## src/rtl/pingpong_dump_buffer.sv

```systemverilog
// pingpong_dump_buffer: two-bank ping-pong tile buffer, transposing writer and random-access reader.
// A bank becomes readable once DEPTH words land in it; release_i hands it back to the writer.
module pingpong_dump_buffer #(
  parameter int DATA_W    = 64,
  parameter int DEPTH     = 4,
  parameter int COLS      = 2,
  parameter int PAD       = 1,
  parameter int TRANSPOSE = 1,
  parameter int ADDR_W    = 3
) (
  input  logic              clk,
  input  logic              rst_n,
  input  logic              s_valid_i,
  output logic              s_ready_o,
  input  logic [ADDR_W-1:0] s_addr_i,
  input  logic [DATA_W-1:0] s_data_i,
  input  logic              rd_en_i,
  input  logic [ADDR_W-1:0] rd_addr_i,
  output logic [DATA_W-1:0] rd_data_o,
  output logic              rd_valid_o,
  input  logic              release_i,
  output logic              finish_o,
  output logic              wr_err_o
);
  localparam int ROWS  = DEPTH / COLS;
  localparam int IDX_W = DEPTH > 1 ? $clog2(DEPTH) : 1;

  if (2 ** ADDR_W < DEPTH + PAD) begin : g_addr_chk
    $error("ADDR_W too narrow for DEPTH+PAD");
  end

  logic [DATA_W-1:0] mem_q [2][DEPTH];
  logic [1:0]        full_q, full_d;
  logic              wr_sel_q, wr_sel_d, rd_sel_q, rd_sel_d;
  logic [IDX_W-1:0]  wr_cnt_q, wr_cnt_d, wr_idx;
  logic [DATA_W-1:0] rd_data_q, rd_word;
  logic              rd_valid_q, finish_q, wr_err_q;
  logic              wr_fire, in_range, wr_last, rel_ok, rd_ok;

  assign s_ready_o  = !full_q[wr_sel_q];
  assign rd_data_o  = rd_data_q;
  assign rd_valid_o = rd_valid_q;
  assign finish_o   = finish_q;
  assign wr_err_o   = wr_err_q;

  always_comb begin
    wr_fire  = s_valid_i && s_ready_o;
    in_range = s_addr_i < ADDR_W'(DEPTH);
    wr_last  = wr_cnt_q == IDX_W'(DEPTH - 1);
    rel_ok   = release_i && full_q[rd_sel_q];
    rd_ok    = rd_en_i && full_q[rd_sel_q];
    wr_idx   = IDX_W'(TRANSPOSE != 0
               ? (s_addr_i % ADDR_W'(COLS)) * ADDR_W'(ROWS) + s_addr_i / ADDR_W'(COLS)
               : s_addr_i);
    // A filling write and a release never hit the same bank: one needs it empty, the other full.
    full_d   = (full_q | ((wr_fire && wr_last) ? 2'b01 << wr_sel_q : 2'b00))
               & ~(rel_ok ? 2'b01 << rd_sel_q : 2'b00);
    wr_sel_d = wr_sel_q ^ (wr_fire && wr_last);
    rd_sel_d = rd_sel_q ^ rel_ok;
    wr_cnt_d = wr_fire ? (wr_last ? '0 : wr_cnt_q + 1'b1) : wr_cnt_q;
    rd_word  = rd_addr_i < ADDR_W'(DEPTH) ? mem_q[rd_sel_q][rd_addr_i[IDX_W-1:0]] : '0;
  end

  always_ff @(posedge clk) begin
    if (wr_fire && in_range) mem_q[wr_sel_q][wr_idx] <= s_data_i;
  end

  always_ff @(posedge clk) begin
    if (!rst_n) begin
      full_q     <= '0;
      wr_sel_q   <= 1'b0;
      rd_sel_q   <= 1'b0;
      wr_cnt_q   <= '0;
      rd_data_q  <= '0;
      rd_valid_q <= 1'b0;
      finish_q   <= 1'b0;
      wr_err_q   <= 1'b0;
    end else begin
      full_q     <= full_d;
      wr_sel_q   <= wr_sel_d;
      rd_sel_q   <= rd_sel_d;
      wr_cnt_q   <= wr_cnt_d;
      rd_data_q  <= rd_ok ? rd_word : rd_data_q;
      rd_valid_q <= rd_ok;
      finish_q   <= full_d[rd_sel_d];
      wr_err_q   <= wr_fire && !in_range;
    end
  end
endmodule
```

## config.mk

```make
export PLATFORM = sky130hd
export DESIGN_NAME = pingpong_dump_buffer
export DESIGN_NICKNAME = d
export VERILOG_FILES = /design/src/rtl/pingpong_dump_buffer.sv
export SDC_FILE = /design/constraint.sdc
export NUM_CORES = 1
export LEC_CHECK = 0
export CORE_UTILIZATION = 35
export CTS_CLUSTER_DIAMETER = 100
export DETAILED_ROUTE_END_ITERATION = 7
export MAX_ROUTING_LAYER = met4
export SLEW_MARGIN = 10
export SYNTH_ARGS = -nofsm -noshare
export SYNTH_HDL_FRONTEND = slang
export SYNTH_SLANG_ARGS = --single-unit
```

## constraint.sdc

```tcl
create_clock -name clk -period 7.5 [get_ports clk]
set_input_delay 1.125 -clock clk [delete_from_list [all_inputs] [get_ports clk]]
set_output_delay 1.125 -clock clk [all_outputs]
set_load 0.02 [all_outputs]
```

==> reports/metrics.yaml <==
outcome:
  outcome: "finished clean"
route:
  totalWireLength_mm: 47.4
  routedWlPerCell_um: 21.7
  route.detailed.drc: 0
  via_per_inst: 5.03
  drt_iter0_markers: 693
  drt-pass1-iter-count: 5
  antenna_left: 0
  vias: 11010
worst_setup_path:
  path_max_fanout: 33
  cp_slowest_cell: "nor2_4"
  crit_type: "in2reg"
  crit_chain: "clkdlybuf4s50_1 > inv_1 > or4_1 > nor2_4 > buf_4"
  cp.arrival_ps: 3950
  startpoint_type: "primary input"
  worstPathRequired_ps: 7730
  cp-end-kind: "register"
  cpPeakStageDelay_ps: 910
job:
  cap_violations: 0
sta:
  finalSetupViolCount: 0
  totalNegativeSetupSlack_ps: 0
  report.final.slew_viol_count: 0
  worstMarginPinSlew_ps: 1140
  skew_ps: 25.7
  period_share_pct: 49.7
  finalHoldViolCount: 0
  fin_crit_ps: 3730
  rsz0062_at_grt: "no"
  maxSlewHeadroom_pct: 23.7
  fmax_ghz: 0.268
clock_network:
  clkSlewWorstSetupHoldPaths_ps: 60
  cts_root_buf: "clkbuf_16"
  numClockSinks: 586
  numCtsBuffers: 56
  cts_resized: 0
  cts_hold_buf: 0
  cts_max_level: 2
  cts_tree: "yes"
  post_cts_buffers: 0
  insertion_delay_ps: 610
  cts_buffer_depth: 3
synth:
  synth_edf_count: 512
  yosysTopAreaCellShare_pct: 70.5
  netlist_instances: 1153
  synth.avg_cell_area_um2: 18.9
  yosysUniqueCellTypes: 31
  ys_seq_area_share_pct: 77.3
  synth_flop_cell: "edfxtp_1"
  syn_nets: 1233
  yosysWarnings: 0
  ys_top_cells_by_area: "edfxtp_1, mux2i_1, dfxtp_1"
  synth_top_cell_by_area: "edfxtp_1"
  syn_area_mm2: 0.0218
  async_flop_share_pct: 0
  ys_seq_elements: 586
grt:
  grt.overflow.total: 0
  grt_usage_pct: 15.3
  grt_pass1_vias: 11367
  antenna_found_initial: 3
  grt_max_degree: 107
  grt_first_pass_wirelength_mm: 71.0
pwr:
  leakage_nw: 7.67
  vdd_ir_drop_max_v: 0.000142
  power_density_mw_per_mm2: 256
final_layout:
  fin_nets: 1380
  final_common_cell: "edfxtp_1"
  area_growth_pct: 18.9
  mostFrequentLayoutCells: "edfxtp_1, mux2i_1, clkdlybuf4s50_1, a22oi_1, dfxtp_1"
  drive_above_1_share_pct: 8.90
  final_area_mm2: 0.0259
worst_hold_path:
  hp-class: "reg2reg"
die:
  die-area_mm2: 0.0633
  fp.coreArea_mm2: 0.0616
  die_w_um: 252
  fp-row-count: 91
  die_h_um: 252
  initial_core_util_pct: 35.4
  io_pins: 143
place:
  place_congestion: 0.705
  place_hpwl_mm: 25.3
  placed_area_mm2: 0.0240
  port_buffers: 142
## sequential cells by signal, indices dropped and copies added (netlist names), named ones only
register and flops:
mem_q 512, rd_data_o 64, full_q 2, wr_cnt_q 2, finish_o 1, rd_sel_q 1
rd_valid_o 1, wr_err_o 1, wr_sel_q 1
## cells in the mapped netlist (5+ instances only)
cell type  count
dfxtp_1       74
buf_4         28
a22oi_1      128
buf_2         19
a32o_1        64
mux2i_1      256
buf_6          6
edfxtp_1     512
nor3_1         5
ha_1           5
nor2_1        11
clkbuf_1       7
## final cells by class
cell class / count / area [um^2]
Antenna cell: 3 / 7.51
Inverter: 5 / 18.8
Clock inverter: 31 / 320
Sequential cell: 586 / 16900
Tap cell: 837 / 1050
Multi-Input combinational cell: 493 / 4550
Clock buffer: 75 / 1560
Timing Repair Buffer: 158 / 1550
Fill cell: 5420 / 35700
## critical path: cells and delay by family
family	cells	cell delay [ps]
and+or+nand+nor	2	1580
buffers and inverters	3	1190
## metrics by stage
stage | hold WS, ps | cells | total power (W) | util, % | setup WS, ps
6_report | 472 | 2188 | 0.00663 | 42.1 | 3770
3_5_place_dp | 461 | 2079 | 0.00387 | 39.0 | 3130
2_1_floorplan | 458 | 1153 | 0.00375 | - | 852
4_1_cts | 477 | 2185 | 0.00670 | 42.1 | 3770
3_3_place_gp | 452 | 2079 | 0.00386 | 39.0 | 3130
5_1_grt | 497 | 2188 | 0.00684 | 42.1 | 3650
## where the power goes
group	total, W	internal, W	leakage [nW]	switching, W
clock	0.00284	0.00166	0.921	0.00118
sequential	0.00358	0.00358	5.22	0.00000814
combinational	0.000211	0.0000748	1.53	0.000136
total	0.00663	0.00531	7.67	0.00132
## kinds of logic (layout without fill, tap and decap cells)
kind of cell / Yosys count / after routing / share of synthesized area (%)
fa+ha+maj: 5 / 5 / 0.287
other cells: 0 / 3 / 0
buf+inv: 74 / 269 / 2.21
compound gates: 197 / 197 / 7.48
mux: 259 / 259 / 11.9
flops: 586 / 586 / 77.3
simple gates: 32 / 32 / 0.769
## routing by layer
| metal | wire length (um) | track usage (%) |
|---|---|---|
| met1 | 20400 | 18.9 |
| met3 | 2240 | 3.22 |
| met2 | 23900 | 25.6 |
| met4 | 868 | 4.11 |
| met5 | 0 | - |
## path summary, 6_finish.rpt
path / slack [ps] / to / cells past startpoint / start
worst max-delay path: 3770 / mem_q[1][187]$_DFFE_PP_ / 5 / s_valid_i
worst min register to register: 470 / rd_data_o[33]$_SDFFE_PN0P_ / 1 / rd_data_o[33]$_SDFFE_PN0P_
worst max register to register: 4460 / mem_q[1][187]$_DFFE_PP_ / 4 / wr_sel_q$_SDFF_PN0_
worst min-delay path: 470 / rd_data_o[33]$_SDFFE_PN0P_ / 1 / rd_data_o[33]$_SDFFE_PN0P_
Power figures use the tool's default switching activity.
